File: src/rtl/acionador_bomba_agua.sv
// Valve/pump sequencer: opens the valve before starting the pump and closes it after stopping,
// with minimum on/off times, a flow check and over-run protection that latch a fault.
module acionador_bomba_agua #(
    parameter int T_PARTIDA = 4,
    parameter int T_MIN_ON  = 8,
    parameter int T_MIN_OFF = 8,
    parameter int T_MAX_ON  = 1000,
    parameter int W         = 16
) (
    input  logic       clk,
    input  logic       rst_n,
    input  logic       S,
    input  logic       fluxo_ok,
    input  logic       ack_falha,
    output logic       valvula,
    output logic       bomba,
    output logic       falha,
    output logic [2:0] estado
);

    localparam logic [2:0] ST_DESLIGADO    = 3'd0;
    localparam logic [2:0] ST_ABRE_VALVULA = 3'd1;
    localparam logic [2:0] ST_LIGADO       = 3'd2;
    localparam logic [2:0] ST_DESLIGANDO   = 3'd3;
    localparam logic [2:0] ST_REPOUSO      = 3'd4;
    localparam logic [2:0] ST_FALHA        = 3'd5;

    localparam logic [W-1:0] CNT_ONE       = W'(1);
    localparam logic [W-1:0] CNT_MAX       = {W{1'b1}};
    localparam logic [W-1:0] PARTIDA_LAST  = W'(T_PARTIDA - 1);
    localparam logic [W-1:0] PARTIDA_GRACE = W'(T_PARTIDA);
    localparam logic [W-1:0] MIN_ON_LAST   = W'(T_MIN_ON - 1);
    localparam logic [W-1:0] MIN_OFF_LAST  = W'(T_MIN_OFF - 1);
    localparam logic [W-1:0] MAX_ON_LAST   = W'(T_MAX_ON - 1);

    logic         s_meta_q;
    logic         s_sync_q;
    logic         fluxo_meta_q;
    logic         fluxo_sync_q;
    logic [2:0]   estado_q;
    logic [2:0]   estado_d;
    logic [W-1:0] cnt_q;
    logic [W-1:0] cnt_d;

    // State register, counter and the two input synchronizers
    always_ff @(posedge clk or negedge rst_n) begin
        if (!rst_n) begin
            s_meta_q     <= 1'b0;
            s_sync_q     <= 1'b0;
            fluxo_meta_q <= 1'b0;
            fluxo_sync_q <= 1'b0;
            estado_q     <= ST_DESLIGADO;
            cnt_q        <= '0;
        end else begin
            s_meta_q     <= S;
            s_sync_q     <= s_meta_q;
            fluxo_meta_q <= fluxo_ok;
            fluxo_sync_q <= fluxo_meta_q;
            estado_q     <= estado_d;
            cnt_q        <= cnt_d;
        end
    end

    always_comb begin
        estado_d = estado_q;
        case (estado_q)
            ST_DESLIGADO: begin
                if (s_sync_q) estado_d = ST_ABRE_VALVULA;
            end
            ST_ABRE_VALVULA: begin
                if (!s_sync_q)                  estado_d = ST_REPOUSO;
                else if (cnt_q == PARTIDA_LAST) estado_d = ST_LIGADO;
            end
            ST_LIGADO: begin
                // Fault conditions take precedence over a normal release
                if (cnt_q >= PARTIDA_GRACE && !fluxo_sync_q)   estado_d = ST_FALHA;
                else if (cnt_q == MAX_ON_LAST)                 estado_d = ST_FALHA;
                else if (!s_sync_q && cnt_q >= MIN_ON_LAST)    estado_d = ST_DESLIGANDO;
            end
            ST_DESLIGANDO: begin
                if (cnt_q == PARTIDA_LAST) estado_d = ST_REPOUSO;
            end
            ST_REPOUSO: begin
                if (cnt_q == MIN_OFF_LAST) estado_d = ST_DESLIGADO;
            end
            ST_FALHA: begin
                if (ack_falha && !s_sync_q) estado_d = ST_REPOUSO;
            end
            default: estado_d = ST_DESLIGADO;
        endcase

        // Every transition restarts the dwell counter; otherwise it counts and saturates
        if (estado_d != estado_q)  cnt_d = '0;
        else if (cnt_q != CNT_MAX) cnt_d = cnt_q + CNT_ONE;
        else                       cnt_d = cnt_q;
    end

    always_comb begin
        valvula = 1'b0;
        bomba   = 1'b0;
        falha   = 1'b0;
        case (estado_q)
            ST_ABRE_VALVULA: valvula = 1'b1;
            ST_LIGADO: begin
                valvula = 1'b1;
                bomba   = 1'b1;
            end
            ST_DESLIGANDO:   valvula = 1'b1;
            ST_FALHA:        falha   = 1'b1;
            default: begin
                valvula = 1'b0;
                bomba   = 1'b0;
                falha   = 1'b0;
            end
        endcase
    end

    assign estado = estado_q;

endmodule

File: config.mk
export PLATFORM = sky130hd
export DESIGN_NAME = acionador_bomba_agua
export DESIGN_NICKNAME = d
export VERILOG_FILES = /design/src/rtl/acionador_bomba_agua.sv
export SDC_FILE = /design/constraint.sdc
export NUM_CORES = 1
export LEC_CHECK = 0
export BUFFER_PORTS_ARGS = -buffer_cell sky130_fd_sc_hd__clkbuf_2
export CAP_MARGIN = 25
export CORE_UTILIZATION = 45
export CTS_CLUSTER_DIAMETER = 40
export DETAILED_ROUTE_END_ITERATION = 6
export PLACE_DENSITY_LB_ADDON = 0.05
export SLEW_MARGIN = 20
export SYNTH_ARGS = -nofsm -noshare
export SYNTH_HDL_FRONTEND = slang
export SYNTH_SLANG_ARGS = --single-unit
File: constraint.sdc
create_clock -name clk -period 5.8 [get_ports clk]
set_input_delay 0.29 -clock clk [delete_from_list [all_inputs] [get_ports clk]]
set_output_delay 0.29 -clock clk [all_outputs]
set_load 0.05 [all_outputs]
==> flow_summary.ini, run 1 <==
[yosys]
synthTopCellsByArea = dfrtp_1, xor2_1, nor2_1, nand2_1, nand4_1
synthAdderAreaFrac_pct = 1.88
synth_top_area_share_pct = 43.2
synth-xor-area-share_pct = 8.54
yosysUniqueCellTypes = 44
yosysTopAreaCell = dfrtp_1
yosysWarnings = 0
synth-simple-area-share_pct = 29.3
synth_cells = 140
syn_nets = 147
synth_top_family_by_area = simple AND/OR/NAND/NOR gates
synth_compound_area_share_pct = 12.4
synth.avg_cell_area_um2 = 9.53
yosysSeqAreaShare_pct = 43.2
synth-seq-cells = 23
synthMuxAreaShare_pct = 0.750
netlist_area_mm2 = 0.00133

[final_layout]
layout-drive-gt1-share_pct = 20.1
multiInputGateArea_um2 = 704
fin_cells = 180
finalNetCount = 157
fillers = 268
final_cell_mix = dfrtp_1, nor2_1, nand2_1, clkbuf_2, xor2_1
synthToLayoutAreaGrowth_pct = 7.04
final_area_mm2 = 0.00143
final-seq-area_um2 = 576
final_common_cell = dfrtp_1
diodes = 0

[floorplanning]
dieArea_mm2 = 0.00319
start_util_pct = 48.0
die_h_um = 56.4
die_w_um = 56.4
core_area_mm2 = 0.00278
pin_count = 11
rows = 19

[power_and_ir_drop]
p_comb_share_pct = 38.3
power_density_mw_per_mm2 = 316
p_leak_nw = 0.638
ir_worst_vdd_mv = 0.237
p_int_mw = 0.258
p_switching_mw = 0.194
netSwitchingFraction_pct = 42.9
p_seq_share_pct = 44.9
p_clk_share_pct = 16.8

[timing]
finalCritPeriodShare_pct = 45.9
slew_viol_final = 0
finClkSkew_ps = 2.48
whs_ps = 74.6
hold_viol_final = 0
fmax_mhz = 376
slew-limit-headroom_pct = 51.6
finalCriticalPeriod_ps = 2660
setup_viol = 0
setup_tns_ps = 0
rsz0062_at_grt = no
worst-slew-pin-transition_ps = 721

[clock_network]
cts_htree_levels = 1
cts_setup_buffers = 0
clkTransAtPathRegs_ps = 130
clock_sinks = 23
numCtsBuffers = 3
cts.hold.buffers_added = 1
cts_tree = built
cts_buffer_depth = 2
root_buffer = clkbuf_4
clk_latency_ps = 310
cts_resized = 0

[detailed_routing]
postRouteAntennaNets = 0
remaining_drc_errors = 0
vias_per_cell = 5.83
wire_per_inst_um = 14.5
dr.pass1.iters = 4
vias = 1049
drtIter0Drc = 35
wirelength_mm = 2.61

[placement]
gp_congestion = 0.868
port_buffers = 10
dp_hpwl_mm = 1.81
placed_area_mm2 = 0.00139
place_inst = 175

[worst_setup_path]
path_class = flip-flop to flip-flop
slowest_stage = or4_4
critical-path-max-stage-delay_ps = 590
cp.required_ps = 6040
crit_chain = or4_4 -> nor4_4 -> a21oi_1 -> o311a_1 -> a211o_1 -> nor2_1
arrival_ps = 2900
end_kind = flip-flop
cp-start-kind = flip-flop
crit_path_max_fanout = 12

[status]
status = completed

[grt]
grt_max_degree = 24
grt_pass1_vias = 1010
grt_usage_pct = 18.2
antenna_found_initial = 0
globalRouteOverflowTotal = 0
grt_first_pass_wirelength_mm = 4.64

[min_path]
hp-class = input pin to flip-flop

[flow_run]
drv_cap = 0
[synth_stat cells, drive strengths merged]
| cell type | number |
|---|---|
| o31a | 1 |
| and3 | 4 |
| inv | 6 |
| o32a | 2 |
| or4b | 1 |
| nand4 | 6 |
| or3 | 1 |
| o21ai | 3 |
| a211oi | 2 |
| o311a | 1 |
| nor2 | 24 |
| nor4 | 2 |
| xor2 | 9 |
| a211o | 3 |
| nand2b | 4 |
| nand3b | 1 |
| and4 | 2 |
| nand3 | 3 |
| o31ai | 1 |
| or4 | 2 |
| nand2 | 10 |
| nor3 | 3 |
| o22ai | 1 |
| mux2i | 1 |
| a21o | 1 |
| a31o | 1 |
| or2 | 1 |
| a21boi | 1 |
| a21oi | 3 |
| clkbuf | 4 |
| xnor2 | 4 |
| ha | 2 |
| nand4b | 2 |
| buf | 2 |
| dfrtp | 23 |
| and2 | 2 |
| a2111oi | 1 |
[power groups by stage]
stage          Sequential (mW)  Clock [mW]  Combinational (mW)
3_3_place_gp             0.204           0               0.169
6_report                 0.203      0.0761               0.173
2_1_floorplan            0.208           0               0.142
3_5_place_dp             0.205           0               0.174
5_1_grt                  0.206      0.0837               0.192
4_1_cts                  0.202      0.0789               0.174
[routing by layer]
metal  part of all wire [%]  up-vias  track usage [%]  wire length (um)
met5                      0        -                0                 0
met4                   0.69        0             6.97                18
met3                    2.1        2             2.07                54
met2                     45       15             27.2              1190
met1                     52      521             27.0              1350
li1                       -      511                -                 -
[registers in the layout (all words and copies together) (netlist names)]
register,cells
s_meta_q,1
fluxo_meta_q,1
cnt_q,16
s_sync_q,1
fluxo_sync_q,1
estado,3
[worst paths after layout]
| kind | end | slack (ps) | from | cells past startpoint |
|---|---|---|---|---|
| worst max-delay path | cnt_q[9]$_DFFE_PN0P_ | 3140 | cnt_q[13]$_DFFE_PN0P_ | 6 |
| worst min-delay path | s_meta_q$_DFF_PN0_ | 70 | S | 1 |
| worst max register to register | cnt_q[9]$_DFFE_PN0P_ | 3140 | cnt_q[13]$_DFFE_PN0P_ | 6 |
| worst min register to register | s_sync_q$_DFF_PN0_ | 360 | s_meta_q$_DFF_PN0_ | 0 |
| max in group asynchronous | cnt_q[14]$_DFFE_PN0P_ | 4930 | rst_n | 2 |
| min in group asynchronous | estado[2]$_DFF_PN0_ | 490 | rst_n | 2 |
[cell families after synthesis]
| kind of cell | Yosys count |
|---|---|
| AO/OA/AOI/OAI | 21 |
| flip-flops | 23 |
| AND/OR/NAND/NOR | 68 |
| multiplexers | 1 |
| adder cells (fa/ha/maj) | 2 |
| buffers and inverters | 12 |
| XOR/XNOR | 13 |
[stage by stage]
step,util (%),power [mW],setup WS (ps)
2_1_floorplan,-,0.349,3290
3_3_place_gp,50.0,0.373,3160
3_5_place_dp,50.0,0.379,3160
4_1_cts,51.3,0.455,3140
5_1_grt,51.3,0.482,2970
6_report,51.3,0.451,3140
[area by class of cell]
class	instances	area share (%)
Multi-Input combinational cell	105	49.3
Sequential cell	23	40.3
Timing Repair Buffer	11	4.21
Tap cell	31	2.72
Clock buffer	4	1.84
Inverter	6	1.58
[worst max-delay path, delay by kind of cell (launching register included)]
family / cells / cell delay, ps
and+or+nand+nor: 3 / 1120
AOI/OAI and AO/OA: 3 / 1010
DFF: 1 / 460
Power figures use the tool's default switching activity.
==> run 2: changes to the inputs <==
==> constraint.sdc (replaced) <==
create_clock -name clk -period 2.3 [get_ports clk]
set_input_delay 0.115 -clock clk [delete_from_list [all_inputs] [get_ports clk]]
set_output_delay 0.115 -clock clk [all_outputs]
set_load 0.05 [all_outputs]
==> flow_summary.ini, run 2 (synthesis gave the netlist of run 1 again) <==
[status]
status = complete, but fails checks
failed_checks = setup timing

[placement]
gp_congestion = 0.821
dp_hpwl_mm = 2.01
port_buffers = 10
place_inst = 199
dp_slack_ps = -154

[detailed_routing]
remaining_drc_errors = 0
wire_per_inst_um = 14.2
vias = 1174
dr.pass1.iters = 4
postRouteAntennaNets = 0
vias_per_cell = 5.51
wirelength_mm = 3.03
drtIter0Drc = 27

[timing]
finClkSkew_ps = 3.33
finalCriticalPeriod_ps = 2430
slew-limit-headroom_pct = 61.6
layout_setup_ws_ps = -131
setup_viol = 16
worst-slew-pin-transition_ps = 576
finalCritPeriodShare_pct = 106
hold_viol_final = 0
fmax_mhz = 411
slew_viol_final = 0
rsz0062_at_grt = yes
setup_tns_ps = -1660

[worst_setup_path]
crit_path_max_fanout = 12
arrival_ps = 2700
path_class = flip-flop to flip-flop
crit_start = cnt_q[3]$_DFFE_PN0P_
cp.required_ps = 2570
end_kind = flip-flop
cp-start-kind = flip-flop
rr_startpoint = cnt_q[3]$_DFFE_PN0P_

[final_layout]
finalNetCount = 190
fin_cells = 213
fillers = 228
multiInputGateArea_um2 = 734
top_register = cnt_q
final_cell_mix = buf_4, dfrtp_1, nor2_1, nor2_2
diodes = 0
synthToLayoutAreaGrowth_pct = 29.8
final-seq-area_um2 = 576
fin_util_pct = 62.3
layout-drive-gt1-share_pct = 39.0
final_common_cell = buf_4
largest_register_ffs = 16

[grt]
grt_max_degree = 24
grt_usage_pct = 20.2
grt_pass1_vias = 1064
grt_first_pass_wirelength_mm = 4.97
globalRouteOverflowTotal = 0
antenna_found_initial = 0

[power_and_ir_drop]
p_comb_share_pct = 48.3
p_int_mw = 0.783
ir_worst_vdd_mv = 0.737
p_switching_mw = 0.566
p_clk_share_pct = 15.0
netSwitchingFraction_pct = 42.0
p_leak_nw = 0.815
power_density_mw_per_mm2 = 779
p_seq_share_pct = 36.7

[clock_network]
cts_htree_levels = 1
cts_tree = built
cts_buffer_depth = 2
numCtsBuffers = 3
clock_sinks = 23
clkTransAtPathRegs_ps = 140
clk_latency_ps = 320
root_buffer = clkbuf_4

[min_path]
hp-class = input pin to asynchronous set/reset pin

[floorplanning]
core_area_mm2 = 0.00278
start_util_pct = 48.0
pin_count = 11
die_w_um = 56.4
dieArea_mm2 = 0.00319
rows = 19
die_h_um = 56.4

[flow_run]
drv_cap = 0
==> run 2: metal layers <==
layer / track usage [%] / vias to the layer above / part of all wire, %
li1: - / 579 / -
met3: 2.76 / 7 / 3.3
met5: 0 / - / 0
met1: 29.7 / 557 / 48
met2: 29.4 / 31 / 46
met4: 9.41 / 0 / 2.1
==> run 2: final cells by class <==
| type | count | share of cell area (%) |
|---|---|---|
| multi-input combinational | 105 | 42.4 |
| clock buffer | 3 | 1.30 |
| tap | 31 | 2.24 |
| inverter | 6 | 1.30 |
| sequential | 23 | 33.2 |
| clock inverter | 1 | 0.289 |
| timing repair buffer | 44 | 19.2 |
==> run 2: power groups by stage <==
stage	clock [mW]	sequential [mW]	combinational (mW)
2_1_floorplan	0	0.524	0.365
3_3_place_gp	0	0.500	0.564
3_5_place_dp	0	0.503	0.570
4_1_cts	0.209	0.495	0.594
5_1_grt	0.226	0.504	0.703
6_report	0.202	0.496	0.651
==> run 2: repair_timing <==
item / 4_1_cts / 5_1_grt
endpoints found under the hold margin: 25 / 0
endpoints found under the setup margin: 16 / 18
setup buffers: 4 / 3
gates cloned: 0 / 0
hold buffers: 3 / 0
resized for setup: 0 / 9
pin swaps: 9 / 10
==> run 2: worst paths after layout <==
check | end | slack [ps] | depth (start not counted)
max reg2reg | cnt_q[7]$_DFFE_PN0P_ | -130 | 7
max | cnt_q[7]$_DFFE_PN0P_ | -130 | 7
min reg2reg | s_sync_q$_DFF_PN0_ | 370 | 0
max in group asynchronous | fluxo_meta_q$_DFF_PN0_ | 1630 | 2
min in group clk | s_sync_q$_DFF_PN0_ | 370 | 0
min | estado[1]$_DFF_PN0_ | 300 | 2
==> run 2: per-stage QoR <==
stage / power, mW / hold WS (ps) / area (um^2)
after floorplan: 0.889 / -181 / 1350
after global placement: 1.06 / 142 / 1600
after detailed placement: 1.07 / 141 / 1600
after CTS: 1.30 / 306 / 1680
after global routing: 1.43 / 336 / 1730
final: 1.35 / 295 / 1730
==> run 2: worst max-delay path, cell delays in order (launching register included) <==
cell	delay, ps
dfrtp_1	410
or4_4	560
nor4_4	360
a21oi_2	130
o311a_1	300
a211o_1	320
buf_12	170
nor2_1	100
